===== src/rtl/step_controller.sv =====
// Turns rising edges of the slow divided clock into one-cycle processor enables,
// with a debounced push-button single-step mode and a sticky halt.
module step_controller #(
    parameter int DEBOUNCE_CYCLES = 1000000,
    parameter int CNT_W           = 20,
    parameter int STEP_W          = 16
) (
    input  logic              CLOCK_50,
    input  logic              Key,
    input  logic              divclock,
    input  logic              step_key,
    input  logic              mode,
    input  logic              halt,
    output logic              proc_en,
    output logic [STEP_W-1:0] step_count,
    output logic [3:0]        LEDR
);

    typedef enum logic [1:0] {
        ST_STOP = 2'b00,
        ST_RUN  = 2'b01,
        ST_HALT = 2'b10
    } state_t;

    localparam logic [CNT_W-1:0] CNT_LAST = CNT_W'(DEBOUNCE_CYCLES - 1);

    logic              div_d1_q, div_d2_q, div_p_q;
    logic              tick;
    logic              key_d1_q, key_s_q, key_stable_q, key_stable_prev_q;
    logic [CNT_W-1:0]  cnt_q, cnt_d;
    logic              stable_d;
    logic              press;
    state_t            state_q;
    logic              proc_en_q;
    logic [STEP_W-1:0] step_count_q;

    // divclock is treated as asynchronous data: two flops, then an edge detect.
    always_ff @(posedge CLOCK_50 or negedge Key) begin
        if (!Key) begin
            div_d1_q <= 1'b0;
            div_d2_q <= 1'b0;
            div_p_q  <= 1'b0;
        end else begin
            div_d1_q <= divclock;
            div_d2_q <= div_d1_q;
            div_p_q  <= div_d2_q;
        end
    end

    assign tick = div_d2_q & ~div_p_q;

    // Any return to the accepted level restarts the hold count.
    always_comb begin
        cnt_d    = '0;
        stable_d = key_stable_q;
        if (key_s_q != key_stable_q) begin
            if (cnt_q == CNT_LAST) begin
                stable_d = key_s_q;
            end else begin
                cnt_d = cnt_q + CNT_W'(1);
            end
        end
    end

    always_ff @(posedge CLOCK_50 or negedge Key) begin
        if (!Key) begin
            key_d1_q          <= 1'b1;
            key_s_q           <= 1'b1;
            key_stable_q      <= 1'b1;
            key_stable_prev_q <= 1'b1;
            cnt_q             <= '0;
        end else begin
            key_d1_q          <= step_key;
            key_s_q           <= key_d1_q;
            key_stable_q      <= stable_d;
            key_stable_prev_q <= key_stable_q;
            cnt_q             <= cnt_d;
        end
    end

    assign press = key_stable_prev_q & ~key_stable_q;

    always_ff @(posedge CLOCK_50 or negedge Key) begin
        if (!Key) begin
            state_q      <= ST_STOP;
            proc_en_q    <= 1'b0;
            step_count_q <= '0;
        end else begin
            proc_en_q <= 1'b0;
            case (state_q)
                ST_STOP: begin
                    if (mode && !halt) begin
                        state_q <= ST_RUN;
                    end else if (press) begin
                        proc_en_q    <= 1'b1;
                        step_count_q <= step_count_q + STEP_W'(1);
                    end
                end
                ST_RUN: begin
                    if (halt) begin
                        state_q <= ST_HALT;
                    end else if (!mode) begin
                        state_q <= ST_STOP;
                    end else if (tick) begin
                        proc_en_q    <= 1'b1;
                        step_count_q <= step_count_q + STEP_W'(1);
                    end
                end
                ST_HALT: begin
                    // Halt is sticky: only leaving run mode releases it.
                    if (!mode) begin
                        state_q <= ST_STOP;
                    end
                end
                default: state_q <= ST_STOP;
            endcase
        end
    end

    assign proc_en    = proc_en_q;
    assign step_count = step_count_q;
    assign LEDR       = {div_d2_q, key_stable_q, state_q};

endmodule


===== config.mk =====
export PLATFORM = sky130hd
export DESIGN_NAME = step_controller
export DESIGN_NICKNAME = d
export VERILOG_FILES = /design/src/rtl/step_controller.sv
export SDC_FILE = /design/constraint.sdc
export NUM_CORES = 1
export LEC_CHECK = 0
export ABC_AREA = 1
export CORE_ASPECT_RATIO = 0.7
export CORE_MARGIN = 5
export CORE_UTILIZATION = 54
export DETAILED_ROUTE_END_ITERATION = 8
export PLACE_DENSITY = 0.77
export SLEW_MARGIN = 40
export SYNTH_ARGS = -nofsm -noshare
export SYNTH_HDL_FRONTEND = slang
export SYNTH_SLANG_ARGS = --single-unit

===== constraint.sdc =====
create_clock -name CLOCK_50 -period 3.6 [get_ports CLOCK_50]
set_input_delay 0.9 -clock CLOCK_50 [delete_from_list [all_inputs] [get_ports CLOCK_50]]
set_output_delay 0.9 -clock CLOCK_50 [all_outputs]
set_load 0.02 [all_outputs]

==> summary.txt <==
Cells and area
  • Area grow syn2layout: 18.0%
  • Multi-input logic area: 971 um^2
  • Layout cell share with drive strength beyond 1: 9.12%
  • Nets@finish: 314
  • Storage cell area: 1160 um^2
  • Fill cells: 339
  • Number of diodes: 0

Timing
  • Final hold vios: 0
  • Fmax: 418 MHz
  • Final period utilization: 66.5%
  • Fin. max-slew vios: 0
  • Setup TNS Final: 0 ns
  • Finish-stage setup viols: 0
  • RSZ-0062 raised after global routing: false
  • Slew Limit Headroom: 62.2%
  • WHS: 0.361 ns
  • Clk_skew: 0.00833 ns
  • Worst-Margin Slew: 0.568 ns
  • Final min period: 2.39 ns

Power and ir drop
  • Reg power frac: 53.1%
  • Switching share of power: 24.7%
  • Cell Pwr Density: 385 nW/um^2
  • Combinational share of power: 9.2%
  • Net Sw Power: 257 uW
  • Leakage Power: 1.23 nW
  • Worst vdd ir: 283 uV
  • Internal: 784 uW
  • Clk network pwr share: 37.7%

Placed design
  • Port Buffer Count: 26
  • RD Place Congestion: 0.874
  • Dpl hpwl: 3300 um

Critical path
  • Crit path DAT: 1.49 ns
  • Critical Path End Type: primary output
  • CP max FO: 5
  • Slowest stage delay, CP: 0.61 ns
  • Critical Path, Cell by Cell: clkdlybuf4s50_1
  • Largest delay share family, worst path: buffers and inverters
  • Startpoint Class: flop
  • WP data required: 2.70 ns
  • Critical path type: flop to primary output
  • Critical path buffers and inverters: 1
  • Slowest cell on crit path: clkdlybuf4s50_1

GRT
  • Gr ovfl total: 0
  • Pin count of the biggest net entering global routing: 47
  • GRT Total Usage: 18.4%
  • First-pass GRT wire length: 8090 um
  • Number of global-route vias before repair: 1724
  • Initial antenna violation count: 0

Clocking
  • Clock-pin slew on the worst setup and hold paths: 0.09 ns
  • Clock Latency Late Sink: 0.31 ns
  • H-tree Lvls: 2
  • Post-cts repair resize count: 0
  • CTS tree: done
  • Clock Path Buffers: 2
  • TritonCTS sink count: 46
  • CTS Hold Bufs: 0
  • Setup bufs post-CTS: 0
  • Root Buffer: clkbuf_8
  • TritonCTS buffer count: 5

Synth
  • Post-synth top area share: 45.9%
  • Top cells by count, synth: 70 x nand2_1, 45 x nor2_1, 42 x dfrtp_1
  • Syn Nets: 284
  • Most common cell in the netlist: nand2_1
  • Ys async rst share: 100%
  • Syn_area_per_cell: 8.30 um^2
  • Cell Area, Synth: 2290 um^2
  • Post-synthesis sequential area ratio: 50.5%
  • Synth cell types: 24
  • Area contributors post-synth: dfrtp_1 46%, nand2_1 11%, nor2_1 7.4%, inv_1 5.7%, xor2_1 5.0%
  • Yosys warnings: 0
  • Largest area contributor in the netlist: dfrtp_1
  • Number of synthesized flops with an enable pin: 0
  • Mapped Cells: 276
  • Synth Flop Type: dfrtp_1
  • FF+latch count, synth: 46

Drt
  • Total number of vias: 1769
  • Initial drt markers: 104
  • DR DRC count: 0
  • Routed Antenna Nets: 0
  • Final wirelength: 4500 um
  • Drt wl/cell: 12.5 um
  • TritonRoute pass-1 iters: 4
  • Vias per cell: 4.93

Floorplan
  • Rows: 19
  • Area of the die: 5670 um^2
  • Core Region: 4020 um^2
  • Height of the die: 64.5 um
  • Initial Util: 57.0%
  • Chip width: 87.9 um
  • Ports: 27

Status
  • Outcome: complete, no violations

Flow run
  • Maxcap violations: 0

Hold path
  • Worst Hold Class: flop to flop
[worst paths after layout]
kind	startpoint	to	slack (ns)	depth (start not counted)
worst max-delay path	key_stable_q$_DFFE_PN1P_	LEDR[2]	1.21	1
worst min-delay path	key_d1_q$_DFF_PN1_	key_s_q$_DFF_PN1_	0.36	0
worst max register to register	step_count[0]$_DFFE_PN0P_	step_count[14]$_DFFE_PN0P_	2.01	7
worst min register to register	key_d1_q$_DFF_PN1_	key_s_q$_DFF_PN1_	0.36	0
max in group asynchronous	Key	step_count[9]$_DFFE_PN0P_	2.63	1
min in group asynchronous	Key	cnt_q[17]$_DFF_PN0_	0.58	1
[registers in the layout (all words and copies together) (netlist names)]
signal,cells
state_q,2
key_stable_prev_q,1
cnt_q,20
key_s_q,1
key_stable_q,1
div_d1_q,1
div_d2_q,1
key_d1_q,1
proc_en,1
div_p_q,1
step_count,16
[layout by cell type (no fill, tap or decap)]
cell type,instances
inv_1,35
clkbuf_8,5
inv_4,1
a21oi_1,3
o21ai_0,4
xor2_1,13
nor2_2,3
nand2_4,1
nor2_4,3
clkinv_2,1
ha_1,2
nand2_1,70
nand4_1,6
bufinv_16,1
nand2_2,1
nor3_2,2
nor3_1,9
nor2_1,45
o31ai_1,1
a31oi_1,1
inv_6,1
buf_4,1
clkdlybuf4s50_1,25
inv_2,1
nand3_2,3
xnor2_1,9
dfstp_2,4
nand3_1,14
dfrtp_1,42
[layer usage]
| metal | part of all wire [%] | wire length [um] | GRT usage (%) |
|---|---|---|---|
| met5 | 0 | 0 | 0 |
| met4 | 1.2 | 54 | 6.32 |
| met3 | 5.1 | 229 | 4.30 |
| met2 | 42 | 1880 | 26.6 |
| met1 | 52 | 2340 | 27.1 |
[per-stage QoR]
stage / cell area [um^2] / cells / total power [mW] / utilization (%) / setup slack [ns]
finish: 2700 / 359 / 1.04 / 67.3 / 1.21
global route: 2700 / 359 / 1.09 / 67.3 / 1.16
CTS: 2700 / 359 / 1.05 / 67.3 / 1.19
detailed placement: 2590 / 351 / 0.660 / 64.5 / 1.15
global placement: 2590 / 351 / 0.657 / 64.4 / 1.19
floorplan: 2290 / 276 / 0.608 / - / 1.86
[cells by family (layout without fill, tap and decap cells)]
group / Yosys count / count (layout) / share of synthesized area [%]
AND/OR/NAND/NOR: 157 / 157 / 30.7
flip-flops: 46 / 46 / 50.5
buffers and inverters: 40 / 71 / 7.15
XOR/XNOR: 22 / 22 / 8.41
AO/OA/AOI/OAI: 9 / 9 / 2.13
adder cells (fa/ha/maj): 2 / 2 / 1.09
[area by class of cell]
cell class              count  area share [%]
clock buffers               5            2.55
inverters                  37            5.23
flip-flops and latches     46            42.8
multi-input cells         190            35.9
clock inverters             3            1.62
well taps                  52            2.41
repair buffers             26            9.53
[power groups by stage]
stage / Sequential (mW) / Combinational (mW) / Clock [mW]
finish: 0.553 / 0.0956 / 0.392
global route: 0.557 / 0.109 / 0.424
CTS: 0.553 / 0.0976 / 0.400
detailed placement: 0.563 / 0.0967 / 0
global placement: 0.562 / 0.0947 / 0
floorplan: 0.575 / 0.0329 / 0
Note: power is estimated with default switching activity, not from simulation.
